`src/rtl/vending_machine.sv`:
```
// Two-product coin vending controller with 10-then-5 change return.
// Optional build macro COIN_RETURN_EN adds a cancel input that refunds the full credit.
module vending_machine #(
  parameter int PRICE_1    = 15,
  parameter int PRICE_2    = 25,
  parameter int MAX_CREDIT = 50,
  parameter int CW         = 8
) (
  input  logic clk,
  input  logic reset,
  input  logic coin_5,
  input  logic coin_10,
  input  logic select_1,
  input  logic select_2,
`ifdef COIN_RETURN_EN
  input  logic cancel,
`endif
  output logic dispense_1,
  output logic dispense_2,
  output logic change_5,
  output logic change_10
);

  // state  | meaning
  // IDLE   | accepting coins and selections
  // CHANGE | paying out credit, one coin per cycle; inputs ignored
  typedef enum logic {IDLE, CHANGE} state_t;

  localparam logic [CW-1:0] P1    = CW'(PRICE_1);
  localparam logic [CW-1:0] P2    = CW'(PRICE_2);
  localparam logic [CW:0]   MAXC  = (CW+1)'(MAX_CREDIT);
  localparam logic [CW-1:0] FIVE  = CW'(5);
  localparam logic [CW-1:0] TEN   = CW'(10);

  state_t        state;
  logic [CW-1:0] credit;
  logic          coin_5_prev, coin_10_prev, select_1_prev, select_2_prev;
  logic          ev_c5, ev_c10, ev_s1, ev_s2, ev_cancel;
  logic [CW-1:0] coin_add;
  logic [CW:0]   coin_sum;
  logic [CW-1:0] credit_eff;

`ifdef COIN_RETURN_EN
  logic cancel_prev;
  assign ev_cancel = cancel & ~cancel_prev;
`else
  assign ev_cancel = 1'b0;
`endif

  always_comb begin
    ev_c5    = coin_5 & ~coin_5_prev;
    ev_c10   = coin_10 & ~coin_10_prev;
    ev_s1    = select_1 & ~select_1_prev;
    ev_s2    = select_2 & ~select_2_prev;
    coin_add = (ev_c5 ? FIVE : '0) + (ev_c10 ? TEN : '0);
    coin_sum = {1'b0, credit} + {1'b0, coin_add};
    // an over-ceiling cycle rejects every coin in it, not just the excess
    credit_eff = (coin_sum > MAXC) ? credit : coin_sum[CW-1:0];
  end

  always_ff @(posedge clk) begin
    if (!reset) begin
      state         <= IDLE;
      credit        <= '0;
      coin_5_prev   <= 1'b0;
      coin_10_prev  <= 1'b0;
      select_1_prev <= 1'b0;
      select_2_prev <= 1'b0;
`ifdef COIN_RETURN_EN
      cancel_prev   <= 1'b0;
`endif
      dispense_1    <= 1'b0;
      dispense_2    <= 1'b0;
      change_5      <= 1'b0;
      change_10     <= 1'b0;
    end else begin
      coin_5_prev   <= coin_5;
      coin_10_prev  <= coin_10;
      select_1_prev <= select_1;
      select_2_prev <= select_2;
`ifdef COIN_RETURN_EN
      cancel_prev   <= cancel;
`endif
      dispense_1    <= 1'b0;
      dispense_2    <= 1'b0;
      change_5      <= 1'b0;
      change_10     <= 1'b0;
      case (state)
        IDLE: begin
          credit <= credit_eff;
          if (ev_s1) begin
            if (credit_eff >= P1) begin
              dispense_1 <= 1'b1;
              credit     <= credit_eff - P1;
              state      <= (credit_eff != P1) ? CHANGE : IDLE;
            end
          end else if (ev_s2) begin
            if (credit_eff >= P2) begin
              dispense_2 <= 1'b1;
              credit     <= credit_eff - P2;
              state      <= (credit_eff != P2) ? CHANGE : IDLE;
            end
          end else if (ev_cancel && credit_eff != '0) begin
            state <= CHANGE;
          end
        end
        CHANGE: begin
          if (credit >= TEN) begin
            change_10 <= 1'b1;
            credit    <= credit - TEN;
            if (credit == TEN) state <= IDLE;
          end else begin
            change_5 <= 1'b1;
            credit   <= credit - FIVE;
            if (credit == FIVE) state <= IDLE;
          end
        end
        default: state <= IDLE;
      endcase
    end
  end

endmodule

```
`config.mk`:
```
export PLATFORM = sky130hd
export DESIGN_NAME = vending_machine
export DESIGN_NICKNAME = d
export VERILOG_FILES = /design/src/rtl/vending_machine.sv
export SDC_FILE = /design/constraint.sdc
export NUM_CORES = 1
export LEC_CHECK = 0
export CELL_PAD_IN_SITES_DETAIL_PLACEMENT = 0
export CELL_PAD_IN_SITES_GLOBAL_PLACEMENT = 1
export CORE_UTILIZATION = 45
export CTS_CLUSTER_DIAMETER = 100
export DETAILED_ROUTE_END_ITERATION = 6
export GPL_TIMING_DRIVEN = 0
export PLACE_DENSITY_LB_ADDON = 0.2
export SYNTH_ARGS = -nofsm -noshare
export SYNTH_HDL_FRONTEND = slang
export SYNTH_SLANG_ARGS = --single-unit
```
`constraint.sdc`:
```
create_clock -name clk -period 6.5 [get_ports clk]
set_clock_uncertainty 0.1 [all_clocks]
set_input_delay 1.3 -clock clk [delete_from_list [all_inputs] [get_ports clk]]
set_output_delay 1.3 -clock clk [all_outputs]
set_load 0.05 [all_outputs]
```
==> impl_results.md <==
* Outcome: complete, no violations
* Synth area leader: dfxtp_1
* Setup TNS at 0 ns
* Setup ws final at about 0.56 ns
* Clk root buf: clkbuf_8
* CTS tree: built
* TritonRoute pass-1 iters at 4
* GRT overflow at 0
* First-pass GRT wire length at approximately 8500 um
* Post-synthesis register bit count at 17
* Pre-CTS setup slack at between 0.2 and 0.3 ns
* First DRT Iteration DRCs at approximately 180
* Initial Util at 0.4837
* Syn nets at 279
* Synth area leaders: dfxtp_1, ha_1, xnor2_1
* Placed insts at 322
* Dpl hpwl at slightly above 4000 um
* Ys Warns at 0
* Ys flop type: dfxtp_1
* CP endpoint kind: flip-flop
* Clock transition at path regs at around 0.070 ns
* EDFF count, synth at 0
* Final hold violation count at 0
* Slew of the pin with the lowest slew margin at between 0.6 and 0.7 ns
* Slew HR at 0.5330
* CTS Buf Count at 3
* Total GRT Usage at 0.2455
* Leak at 0.0007896 uW
* Post-CTS resize count at 0
* Ys async rst share at 0
* Final Slew Violations at 0
* Post-synthesis sequential area ratio at 0.1698
* Layout cells sized above 1 at 0.1159
* Clock tree sinks at 17
* Most instantiated cells after synthesis: nor2_1, nand2_1, dfxtp_1
* Critical Path RT at 6.54 ns
* Post-DRT Antenna Nets at 0
* Worst hold slack at 0.5378 ns
* Input/output buffers at 9
* Nets at a little under 300
* Crit start category: primary input
* Worst-path fanout max at 8
* Worst EP arrival at 5.98 ns
* Final Non-Filler Cells at between 300 and 400
* Hold-fix buffers, CTS at 0
* Syn-to-layout area delta at 9.863%
* Post-Syn Instances at between 200 and 300
* Row count at 23
* RSZ-0062 raised after global routing: false
* Clk buf depth at 2
* Final min period at between 5 and 6 ns
* DRC at 0
* Setup repair bufs after CTS at 0
* Routed WL at between 5000 and 6000 um
* Routed len/inst at 15.86 um
* Max-cap violations at 0
* I/O pin count at 10
* Die area at 4725 um2
* Peak VDD IR at ~0.00022 V
* Yosys cell types at 65
* Routability cong. at around 0.89
* Type of the most critical hold path: flip-flop to flip-flop
* Core ar. at roughly 4100 um2
* Critical path type: primary input to flip-flop
* Post-Syn Area at between 2000 and 2500 um2
* Most common cell in the netlist: nor2_1
* Drt via density at between 6 and 7
* Via count at roughly 2000
* Pwr per Cell Area at around 480 nW/um2
* Vias in the first global route at between 1500 and 2000
* H-tree depth at 1
* Max Fclk at approximately 170 MHz
* Post-synth top area share at 0.1698
* Die width at 68.74 um
* Fin crit share at 0.9140
* Clk_lat worst skew at 0.26 ns
* Die H at between 60 and 70 um
* Pin count of the biggest net entering global routing at 11
* Initial antenna violation count at 0
* ANT cells at 0
* Syn_area_per_cell at 7.621 um2
* Endpoints failing setup at 0
==> area by class of cell <==
cell class / instances / area, um2
fill: 425 / 1942
multi-input combinational: 218 / 1535
sequential: 17 / 340.3
timing repair buffer: 9 / 90.09
buffer: 14 / 71.32
tap: 50 / 62.56
inverter: 14 / 57.56
clock buffer: 4 / 45.04
==> report_power, final <==
group | internal, uW | switching, uW
logic | 316 | 498
clock network | 43.6 | 38.4
registers | 134 | 21.8
==> critical path, cell delays in order <==
cell,delay [ns]
clkdlybuf4s50_1,0.50
nor2b_1,0.14
buf_4,0.17
xnor2_1,0.07
ha_1,0.25
or2_2,0.29
o221ai_1,0.21
mux2i_1,0.32
o41ai_2,0.17
o21a_4,0.18
or2_1,0.30
mux2i_2,0.43
ha_1,0.25
inv_1,0.09
or4_4,0.57
o211ai_4,0.14
o32ai_2,0.12
mux2i_1,0.14
or3_1,0.34
==> path summary, 6_finish.rpt <==
| check | from | to | cells after the start | slack (ns) |
|---|---|---|---|---|
| max | coin_10 | credit[3]$_SDFF_PN0_ | 19 | 0.56 |
| min | select_1_prev$_SDFF_PN0_ | credit[4]$_SDFF_PN0_ | 3 | 0.54 |
| max reg2reg | credit[1]$_SDFF_PN0_ | credit[3]$_SDFF_PN0_ | 18 | 1.48 |
| min reg2reg | select_1_prev$_SDFF_PN0_ | credit[4]$_SDFF_PN0_ | 3 | 0.54 |
==> flip-flops by register name (all words and copies together) (netlist names) <==
register,cells
select_1_prev,1
coin_5_prev,1
state,1
dispense_2,1
dispense_1,1
credit,8
change_5,1
select_2_prev,1
change_10,1
coin_10_prev,1
==> stage by stage <==
| stage | power, uW | util | instance area, um2 |
|---|---|---|---|
| 2_1_floorplan | 797.8 | - | 2004 |
| 5_1_grt | 1147 | 0.5314 | 2202 |
| 4_1_cts | 1046 | 0.5314 | 2202 |
| 3_3_place_gp | 962.0 | 0.5205 | 2157 |
| 6_report | 1051 | 0.5314 | 2202 |
| 3_5_place_dp | 960.4 | 0.5205 | 2157 |
==> kinds of logic (layout without fill, tap and decap cells) <==
logic type,count (synthesis),after routing,share of synthesized area
DFF,17,17,0.1698
muxes,6,6,0.03371
adders and majority gates,11,11,0.06742
AOI/OAI and AO/OA,76,76,0.3096
and+or+nand+nor,112,112,0.2984
xor gates and xnor gates,13,13,0.05680
buffers and inverters,28,41,0.06429
==> layer usage <==
metal / share of wire / vias up / global-route usage
met5: 0 / - / 0
met4: 0.016 / 0 / 0.06122
met3: 0.049 / 9 / 0.01974
met2: 0.45 / 46 / 0.3824
met1: 0.48 / 929 / 0.3621
li1: - / 1008 / -
==> placed cells by master (no fill, tap or decap), drive strengths merged, types with 8 or more instances in the layout <==
cell / n
nor3: 11
clkbuf: 11
xnor2: 13
a21oi: 11
nor2: 25
nand2: 25
inv: 13
o21ai: 15
dfxtp: 17
clkdlybuf4s50: 9
ha: 10
nor4: 8
Power figures use the tool's default switching activity.
